[src/rtl/mem_access_pkg.sv]
// Shared encodings for the load/store sequencer: funct3 widths, FSM states,
// the debug view and the request legality helpers.
package mem_access_pkg;

    localparam logic [2:0] F3_B  = 3'b000;
    localparam logic [2:0] F3_H  = 3'b001;
    localparam logic [2:0] F3_W  = 3'b010;
    localparam logic [2:0] F3_BU = 3'b100;
    localparam logic [2:0] F3_HU = 3'b101;

    typedef enum logic [2:0] {
        IDLE = 3'd0,
        RD   = 3'd1,
        WR   = 3'd2,
        RESP = 3'd3,
        ERR  = 3'd4
    } state_t;

    typedef struct packed {
        state_t state;
        logic   addr_beyond_depth;
    } dbg_t;

    // Unsigned widths exist only for loads; 011 and 11x are never legal.
    function automatic logic f3_illegal(input logic [2:0] f3, input logic is_store);
        return (f3 == 3'b011) || (f3[2:1] == 2'b11) || (is_store && f3[2]);
    endfunction

    function automatic logic misaligned(input logic [2:0] f3, input logic [1:0] a);
        return ((f3[1:0] == 2'b01) && a[0]) || ((f3 == F3_W) && (a != 2'b00));
    endfunction

endpackage

[src/rtl/mem_access_if.sv]
// Core-side request/response and memory-side bus of the load/store sequencer.
// req is a valid with no ready: it is taken at a clock edge only while busy=0;
// each accepted req yields exactly one done pulse (with err on rejection).
interface mem_access_if;
    logic        req;
    logic        we;
    logic [2:0]  funct3;
    logic [31:0] addr;
    logic [31:0] wdata;
    logic        busy;
    logic        done;
    logic        err;
    logic [31:0] rdata;
    logic [31:0] mem_addr;
    logic        mem_wren;
    logic [31:0] mem_wdata;
    logic [31:0] mem_rdata;

    modport master (
        output req, we, funct3, addr, wdata, mem_rdata,
        input  busy, done, err, rdata, mem_addr, mem_wren, mem_wdata
    );

    modport slave (
        input  req, we, funct3, addr, wdata, mem_rdata,
        output busy, done, err, rdata, mem_addr, mem_wren, mem_wdata
    );
endinterface

[src/rtl/mem_lane_align.sv]
// Combinational lane logic: merges sub-word store data into a read word and
// extracts/extends sub-word load data.
module mem_lane_align
    import mem_access_pkg::*;
(
    input  logic [2:0]  f3,
    input  logic [1:0]  lane,
    input  logic [31:0] st_word,
    input  logic [31:0] st_data,
    input  logic [31:0] ld_word,
    output logic [31:0] st_merged,
    output logic [31:0] ld_ext
);
    logic [3:0]  be;
    logic [31:0] ins;
    logic [7:0]  ld_b;
    logic [15:0] ld_h;

    always_comb begin
        be  = 4'b1111;
        ins = st_data;
        case (f3[1:0])
            2'b00: begin
                be  = 4'b0001 << lane;
                ins = {4{st_data[7:0]}};
            end
            2'b01: begin
                be  = lane[1] ? 4'b1100 : 4'b0011;
                ins = {2{st_data[15:0]}};
            end
            default: begin
                be  = 4'b1111;
                ins = st_data;
            end
        endcase
    end

    always_comb begin
        st_merged = st_word;
        for (int i = 0; i < 4; i++) begin
            if (be[i]) st_merged[8*i +: 8] = ins[8*i +: 8];
        end
    end

    always_comb begin
        ld_b   = ld_word[{lane, 3'b000} +: 8];
        ld_h   = lane[1] ? ld_word[31:16] : ld_word[15:0];
        ld_ext = ld_word;
        case (f3)
            F3_B:    ld_ext = {{24{ld_b[7]}}, ld_b};
            F3_BU:   ld_ext = {24'h0, ld_b};
            F3_H:    ld_ext = {{16{ld_h[15]}}, ld_h};
            F3_HU:   ld_ext = {16'h0, ld_h};
            default: ld_ext = ld_word;
        endcase
    end
endmodule

[src/rtl/mem_access_unit.sv]
// Load/store sequencer adding byte/halfword access over a word memory.
// Define MEM_BOUNDS_CHECK_EN to reject requests with word index >= DEPTH.
module mem_access_unit
    import mem_access_pkg::*;
#(
    parameter int DEPTH = 64
) (
    input  logic         clk,
    input  logic         reset,
    mem_access_if.slave  bus,
    output dbg_t         dbg
);
    state_t      state, state_nxt;
    logic [31:0] a_q, wd_q, word_q, rdata_q, ld_ext, st_merged;
    logic [2:0]  f3_q;
    logic        we_q, oob, bad_req;

`ifdef MEM_BOUNDS_CHECK_EN
    assign oob = (bus.addr[31:2] >= 30'(DEPTH));
`else
    assign oob = 1'b0;
`endif

    assign bad_req = f3_illegal(bus.funct3, bus.we) || misaligned(bus.funct3, bus.addr[1:0]) || oob;

    always_ff @(posedge clk or posedge reset) begin
        if (reset) state <= IDLE;
        else       state <= state_nxt;
    end

    always_comb begin
        state_nxt = state;
        case (state)
            IDLE: begin
                if (bus.req) begin
                    if (bad_req)                          state_nxt = ERR;
                    else if (bus.we && bus.funct3 == F3_W) state_nxt = WR;
                    else                                  state_nxt = RD;
                end
            end
            RD:      state_nxt = we_q ? WR : RESP;
            WR:      state_nxt = RESP;
            RESP:    state_nxt = IDLE;
            ERR:     state_nxt = IDLE;
            default: state_nxt = IDLE;
        endcase
    end

    // Write enable comes from the state register alone so reset kills it at once.
    always_comb begin
        bus.busy     = (state != IDLE);
        bus.done     = (state == RESP) || (state == ERR);
        bus.err      = (state == ERR);
        bus.mem_wren = (state == WR);
    end

    always_ff @(posedge clk or posedge reset) begin
        if (reset) begin
            a_q     <= '0;
            wd_q    <= '0;
            f3_q    <= '0;
            we_q    <= 1'b0;
            word_q  <= '0;
            rdata_q <= '0;
        end else begin
            if (state == IDLE && bus.req) begin
                a_q  <= bus.addr;
                wd_q <= bus.wdata;
                f3_q <= bus.funct3;
                we_q <= bus.we;
            end
            if (state == RD) begin
                word_q <= bus.mem_rdata;
                if (!we_q) rdata_q <= ld_ext;
            end
        end
    end

    mem_lane_align u_align (
        .f3        (f3_q),
        .lane      (a_q[1:0]),
        .st_word   (word_q),
        .st_data   (wd_q),
        .ld_word   (bus.mem_rdata),
        .st_merged (st_merged),
        .ld_ext    (ld_ext)
    );

    assign bus.mem_addr  = {a_q[31:2], 2'b00};
    assign bus.mem_wdata = st_merged;
    assign bus.rdata     = rdata_q;

    assign dbg.state             = state;
    assign dbg.addr_beyond_depth = (a_q[31:2] >= 30'(DEPTH));
endmodule
[src/flat_wrapper.sv]
// flat-port wrapper written by rule: the top's interface ports become plain ports
module mem_access_unit_flat import mem_access_pkg::*;
#(
    parameter int DEPTH = 64
)
  (clk, reset, dbg, bus_req, bus_we, bus_funct3, bus_addr, bus_wdata, bus_mem_rdata, bus_busy, bus_done, bus_err, bus_rdata, bus_mem_addr, bus_mem_wren, bus_mem_wdata);
  mem_access_if bus_i ();
  input  logic clk;
  input  logic reset;
  output dbg_t dbg;
  input wire logic [$bits(bus_i.req)-1:0] bus_req;
  input wire logic [$bits(bus_i.we)-1:0] bus_we;
  input wire logic [$bits(bus_i.funct3)-1:0] bus_funct3;
  input wire logic [$bits(bus_i.addr)-1:0] bus_addr;
  input wire logic [$bits(bus_i.wdata)-1:0] bus_wdata;
  input wire logic [$bits(bus_i.mem_rdata)-1:0] bus_mem_rdata;
  output wire logic [$bits(bus_i.busy)-1:0] bus_busy;
  output wire logic [$bits(bus_i.done)-1:0] bus_done;
  output wire logic [$bits(bus_i.err)-1:0] bus_err;
  output wire logic [$bits(bus_i.rdata)-1:0] bus_rdata;
  output wire logic [$bits(bus_i.mem_addr)-1:0] bus_mem_addr;
  output wire logic [$bits(bus_i.mem_wren)-1:0] bus_mem_wren;
  output wire logic [$bits(bus_i.mem_wdata)-1:0] bus_mem_wdata;
  assign bus_i.req = bus_req;
  assign bus_i.we = bus_we;
  assign bus_i.funct3 = bus_funct3;
  assign bus_i.addr = bus_addr;
  assign bus_i.wdata = bus_wdata;
  assign bus_i.mem_rdata = bus_mem_rdata;
  assign bus_busy = bus_i.busy;
  assign bus_done = bus_i.done;
  assign bus_err = bus_i.err;
  assign bus_rdata = bus_i.rdata;
  assign bus_mem_addr = bus_i.mem_addr;
  assign bus_mem_wren = bus_i.mem_wren;
  assign bus_mem_wdata = bus_i.mem_wdata;
  mem_access_unit #(.DEPTH(DEPTH)) u_core (.clk(clk), .reset(reset), .bus(bus_i), .dbg(dbg));
endmodule
[config.mk]
export PLATFORM = sky130hd
export DESIGN_NAME = mem_access_unit_flat
export DESIGN_NICKNAME = d
export VERILOG_FILES = /design/src/rtl/mem_access_pkg.sv /design/src/rtl/mem_access_if.sv /design/src/rtl/mem_lane_align.sv /design/src/rtl/mem_access_unit.sv /design/src/flat_wrapper.sv
export SDC_FILE = /design/constraint.sdc
export NUM_CORES = 1
export LEC_CHECK = 0
export BUFFER_PORTS_ARGS = -buffer_cell sky130_fd_sc_hd__buf_2
export CAP_MARGIN = 10
export CORE_ASPECT_RATIO = 1.75
export CORE_UTILIZATION = 45
export DETAILED_ROUTE_END_ITERATION = 6
export GPL_TIMING_DRIVEN = 0
export PLACE_DENSITY = 0.71
export SLEW_MARGIN = 0
export SYNTH_ARGS = -nofsm -noshare
export SYNTH_HDL_FRONTEND = slang
export SYNTH_HIERARCHICAL = 1
export SYNTH_SLANG_ARGS = --single-unit
[constraint.sdc]
create_clock -name clk -period 6.7 [get_ports clk]
set_clock_uncertainty 0.2 [all_clocks]
set_input_delay 0.67 -clock clk [delete_from_list [all_inputs] [get_ports clk]]
set_output_delay 0.67 -clock clk [all_outputs]
set_load 0.005 [all_outputs]
==> results of run 1 <==
-- layout make-up --
type                            count  area [sq um]
Sequential cell                   135          3380
Inverter                            4          20.0
Multi-Input combinational cell    345          3020
Buffer                             71           514
Fill cell                        1265          6090
Clock buffer                       21           470
Tap cell                          183           229
Clock inverter                     11           146
Timing Repair Buffer              205          1050
-- logic make-up (layout without fill, tap and decap cells) --
logic type	Yosys count	in the layout	share of synthesized area, %
multiplexers	159	159	26.5
AND/OR/NAND/NOR	108	108	8.48
buffers and inverters	75	312	7.65
flip-flops	135	135	48.8
AO/OA/AOI/OAI	76	76	8.50
other	1	2	0.0542
-- registers in the layout, summed over array words and instances (netlist names) --
name,cells
u_core/a_q,32
u_core/we_q,1
u_core/bus.rdata,32
u_core/state,3
u_core/f3_q,3
u_core/wd_q,32
u_core/word_q,32
-- power by group --
group / leakage, nW / switching, mW / internal [mW]
logic: 2.29 / 1.05 / 1.29
registers: 1.61 / 0.315 / 1.23
clock network: 0.299 / 0.363 / 0.616
total: 4.20 / 1.73 / 3.13
-- per-layer routing --
layer,share of wire (%),track usage (%),up-vias
met2,54,47.5,242
met1,34,27.6,2613
met4,6.4,17.0,0
met3,5.6,5.36,75
met5,0,0,-
li1,-,-,2423
-- worst paths after layout --
path	start	end	slack, ps	cells past startpoint
min in group clk	bus_addr[3]	u_core/a_q[3]	280	2
worst min-delay path	reset	u_core/a_q[5]	140	2
max in group asynchronous	reset	u_core/bus.rdata[26]	5400	3
worst max-delay path	u_core/f3_q[1]	bus_mem_wdata[22]	3540	7
worst max register to register	u_core/a_q[1]	u_core/bus.rdata[24]	4300	6
worst min register to register	u_core/bus.rdata[23]	u_core/bus.rdata[23]	290	1
-- placed cells by master, fill, tap and decap left out, types with 6 or more instances in the layout --
cell,count
mux2_2,146
mux2_4,9
o21ai_0,10
nand2_1,41
o221a_2,6
nand3b_1,9
a21oi_1,10
clkbuf_1,13
clkbuf_16,17
a21o_1,6
buf_2,212
a211o_1,7
nor2_1,14
buf_6,9
nor4_1,7
dfrtp_1,135
a221o_1,14
nor2b_1,8
buf_4,38
nand3_1,10
a31oi_1,8
-- per-stage QoR --
step                      worst slack [ps]  instances  hold WS [ps]
after floorplan                       2220        555           274
after global placement                 832        942           261
after detailed placement              4020        943           276
after CTS                             3580        975           158
after global routing                  3430        975           193
final                                 3540        975           140
-- cell usage after synthesis, types with 2 or more instances --
cell type and n:
mux2_1 2, nand3_1 10, and2_1 3, nand3b_1 9, o21ai_0 10, buf_4 38
o221a_2 6, nor3b_1 3, mux2_2 146, nand2b_1 3, o31ai_1 2, nand2_1 41
nor2b_1 8, buf_6 9, a221o_1 14, buf_1 2, o21a_1 3, nor4_1 7
buf_2 8, a21oi_1 10, mux2_4 9, clkbuf_1 12, dfrtp_1 135, a221oi_1 2
nor2_1 14, a211o_1 7, o22ai_1 2, inv_1 4, a21o_1 6, a211oi_1 2
a31oi_1 8
==> metrics.yaml, run 1 <==
tightest_slew_ps: 687
cts_sinks: 135
synth.area.top_cells: "dfrtp_1 (49%), mux2_2 (24%), buf_4 (4.1%)"
final_nets: 882
drc: 0
cts_hold_buf: 0
power.total_mw: 4.86
synth.cell_area_sq_um: 6920
finalInstanceArea_sq_um: 8820
routed_wl_um: 20100
ios: 207
drt-pass1-iter-count: 5
row_count: 59
cts_made_buffers: 17
clk_path_buf_depth: 2
clk_latency_ps: 410
path_buf_inv: 5
vdd_drop_max_mv: 0.248
die_h_um: 166
fin_tns_setup_ps: 0
fmax_mhz: 316
worstSetupPathType: "flip-flop to output pin"
synthArstFlopShare_pct: 100
critical_path.top_delay_family: "buffers and inverters"
dpl_cell_area_sq_um: 8210
core_area_sq_um: 14900
ant_nets: 0
critPathArrivalTime_ps: 2290
cts.clk_slew.worst_paths_ps: 60
cp_slowest_cell: "dfrtp_1"
drt_iter0_drc: 298
period_minus_slack_ps: 3160
worstPathRequired_ps: 5830
area_growth_pct: 27.5
cap_violations: 0
final-max-slew-violation-count: 0
htree_levels: 4
dp_hpwl_um: 15700
viasPerCell: 5.49
setup_viol: 0
yosysSeqAreaShare_pct: 48.8
startpoint_type: "flip-flop"
route.vias.total: 5353
cts_tree: "done"
synth_ff_type: "dfrtp_1"
wire_per_inst_um: 20.6
grt_pass1_wl_um: 31300
die_x_um: 95.7
gp_congestion: 0.916
slowest_delay_ps: 430
rsz0062_at_grt: "false"
synth-edff-count: 0
avgSynthCellArea_sq_um: 12.5
yosysUniqueCellTypes: 50
die_area_sq_um: 15900
path_cells: "buf_2, inv_1, buf_2, buf_1, nor2_1, a31oi_1, buf_2"
clk_root_buffer_cell: "clkbuf_16"
grt_pass1_vias: 5826
initial_utilization_pct: 46.4
fin_crit_sh_pct: 47.2
synth_top_area_cell: "dfrtp_1"
finalHoldViolations: 0
yosys_warnings: 6
synthesis.instances: 554
synth_seq_cells: 135
outcome: "finished clean"
synth_top_area_share_pct: 48.8
cts.repair.resized: 0
hold_class: "input port to asynchronous set/reset pin"
cp_common_cell: "buf_2"
endpoint_kind: "output pin"
crit_fanout: 10
grt.total_usage_pct: 26.7
leakage_nw: 4.20
portBuffers: 204
postCtsSetupRepairBufs: 0
postLayoutCoreUtil_pct: 59.2
relSlewSlack_pct: 54.2
antenna_found_initial: 0
n_antenna_cell: 0
grt_max_degree: 71
drive_gt1_share_pct: 58.3
p_per_area_nw_per_um2: 551
grt_overflow: 0
Note: power is estimated with default switching activity, not from simulation.
==> run 2: changes to the inputs <==
PLACE_DENSITY = 0.74   (was 0.71)
clock period = 2.8 ns   (was 6.7 ns; I/O delays follow)
==> metrics.yaml, run 2 (same netlist as run 1, synthesis figures left out) <==
row_count: 59  # unchanged
antenna_found_initial: 0  # unchanged
fmax_mhz: 376
drt_iter0_drc: 331  # was 298
endpoint_kind: "output pin"  # unchanged
dpl_cell_area_sq_um: 8240  # was 8210 sq um
ant_nets: 0  # unchanged
clk_path_buf_depth: 2  # unchanged
clk_root_buffer_cell: "clkbuf_16"  # unchanged
path_cells: "clkbuf_1, clkbuf_2, nand2_1, a21oi_1, a221o_1, buf_2"  # was buf_2, inv_1, buf_2, buf_1, nor2_1, a31oi_1, buf_2
finalInstanceArea_sq_um: 9860  # was 8820 sq um
wire_per_inst_um: 20.0  # was 20.6 um
critical_path.top_delay_family: "buffers and inverters"  # unchanged
vdd_drop_max_mv: 0.568  # was 0.248 mV
cts_made_buffers: 17  # unchanged
outcome: "finished clean"  # unchanged
cap_violations: 0  # unchanged
crit_fanout: 10  # unchanged
finalHoldViolations: 0  # unchanged
hold_class: "input port to flip-flop"  # was input port to asynchronous set/reset pin
clk_latency_ps: 410  # about the same
initial_utilization_pct: 46.4  # unchanged
fillCellCount: 1133  # was 1265
dp_hpwl_um: 15500  # was 15700 um
mostFrequentLayoutCell: "buf_2"  # unchanged
ios: 207  # unchanged
worstPathRequired_ps: 2320  # was 5830 ps
period_minus_slack_ps: 2660
cts_tree: "done"  # unchanged
n_antenna_cell: 0  # unchanged
crit_start: "u_core/f3_q[0]"  # was u_core/f3_q[1]
viasPerCell: 5.37  # was 5.49
grt_pass1_wl_um: 33500  # was 31300 um
die_area_sq_um: 15900  # unchanged
fin_crit_sh_pct: 95.0
cts.clk_slew.worst_paths_ps: 60  # about the same
grt_pass1_vias: 6256  # was 5826
p_per_area_nw_per_um2: 1190  # was 551 nW/um^2
core_area_sq_um: 14900  # unchanged
portBuffers: 204  # unchanged
drive_gt1_share_pct: 52.6  # was 58.3%
rsz0062_at_grt: "false"  # unchanged
cts_sinks: 135  # unchanged
grt.total_usage_pct: 28.4  # was 26.7%
drt-pass1-iter-count: 5  # unchanged
worstSetupPathType: "flip-flop to output pin"  # unchanged
path_buf_inv: 3  # was 5
area_growth_pct: 42.5  # was 27.5%
gp_congestion: 0.931  # was 0.916
relSlewSlack_pct: 61.8  # was 54.2%
setup_ws_ps: 139  # was 3540 ps
drc: 0  # unchanged
cp_slowest_cell: "dfrtp_1"  # unchanged
grt_max_degree: 45  # was 71
tightest_slew_ps: 571  # was 687 ps
path_depth: 6  # was 7
postLayoutCoreUtil_pct: 66.1  # was 59.2%
r2r_start: "u_core/a_q[1]"  # unchanged
routed_wl_um: 21500  # was 20100 um
rrSetupSlack_ps: 450  # was 4300 ps
final_cell_mix: "buf_2 (212), mux2_2 (146), dfrtp_1 (135)"  # unchanged
startpoint_type: "flip-flop"  # unchanged
critPathCapture: "bus_mem_wdata[28]"  # was bus_mem_wdata[22]
grt_overflow: 0  # unchanged
die_x_um: 95.7  # unchanged
route.vias.total: 5775  # was 5353
setup_viol: 0  # unchanged
pre_cts_ws_ps: 451  # was 4020 ps
die_h_um: 166  # unchanged
final_nets: 983  # was 882
final-max-slew-violation-count: 0  # unchanged
leakage_nw: 4.63  # was 4.20 nW
r2r_cells: 6  # unchanged
r2r_end: "u_core/bus.rdata[28]"  # was u_core/bus.rdata[24]
slowest_delay_ps: 480  # was 430 ps
postCtsSetupRepairBufs: 0  # unchanged
hold_slack_ps: 35.1  # was 140 ps
critPathArrivalTime_ps: 2180  # was 2290 ps
htree_levels: 4  # unchanged
run 2: cell type report:
class / count / area, sq um / share of cell area, %
clock inverters: 11 / 149 / 1.51
well taps: 183 / 229 / 2.32
flip-flops and latches: 135 / 3380 / 34.3
repair buffers: 307 / 2080 / 21.1
multi-input cells: 345 / 3020 / 30.7
plain buffers: 70 / 514 / 5.22
inverters: 4 / 18.8 / 0.190
clock buffers: 20 / 467 / 4.73
run 2: worst min path at each step:
stage	start	end	slack [ps]	cells past startpoint
6_report	bus_mem_rdata[31]	u_core/word_q[31]	40	2
2_1_floorplan	bus_req	u_core/state[1]	230	2
3_3_place_gp	u_core/bus.rdata[23]	u_core/bus.rdata[23]	260	1
3_5_place_dp	reset	u_core/bus.rdata[2]	30	2
5_1_grt	bus_mem_rdata[30]	u_core/word_q[30]	40	2
4_1_cts	bus_mem_rdata[31]	u_core/word_q[31]	10	2
run 2: worst register-to-register path: cells and delay by family, from the launching register on:
| kind | cells | cell delay, ps |
|---|---|---|
| multiplexers | 2 | 790 |
| AND/OR/NAND/NOR | 1 | 70 |
| flip-flops | 1 | 370 |
| buffers and inverters | 2 | 370 |
| AO/OA/AOI/OAI | 1 | 420 |
run 2: through the flow:
step | cells | power (mW) | TNS [ps]
after floorplan | 555 | 7.20 | 0
after global placement | 942 | 9.08 | -17460
after detailed placement | 945 | 9.25 | 0
after CTS | 1076 | 11.7 | 0
after global routing | 1075 | 12.4 | 0
final | 1075 | 11.8 | 0
run 2: routing by layer:
metal / track usage [%] / part of all wire, %
met3: 5.13 / 4.8
met2: 50.8 / 54
met5: 0 / 0
met4: 17.1 / 6.1
met1: 29.7 / 35
run 2: power breakdown:
group | switching (mW) | internal (mW)
combinational | 2.55 | 3.18
sequential | 0.766 | 2.95
clock | 0.850 | 1.47
total | 4.16 | 7.60
run 2: what timing repair did:
action	CTS	global route
endpoints found under the hold margin	191	0
endpoints found under the setup margin	0	14
hold buffers	100	0
gates resized for setup	0	7
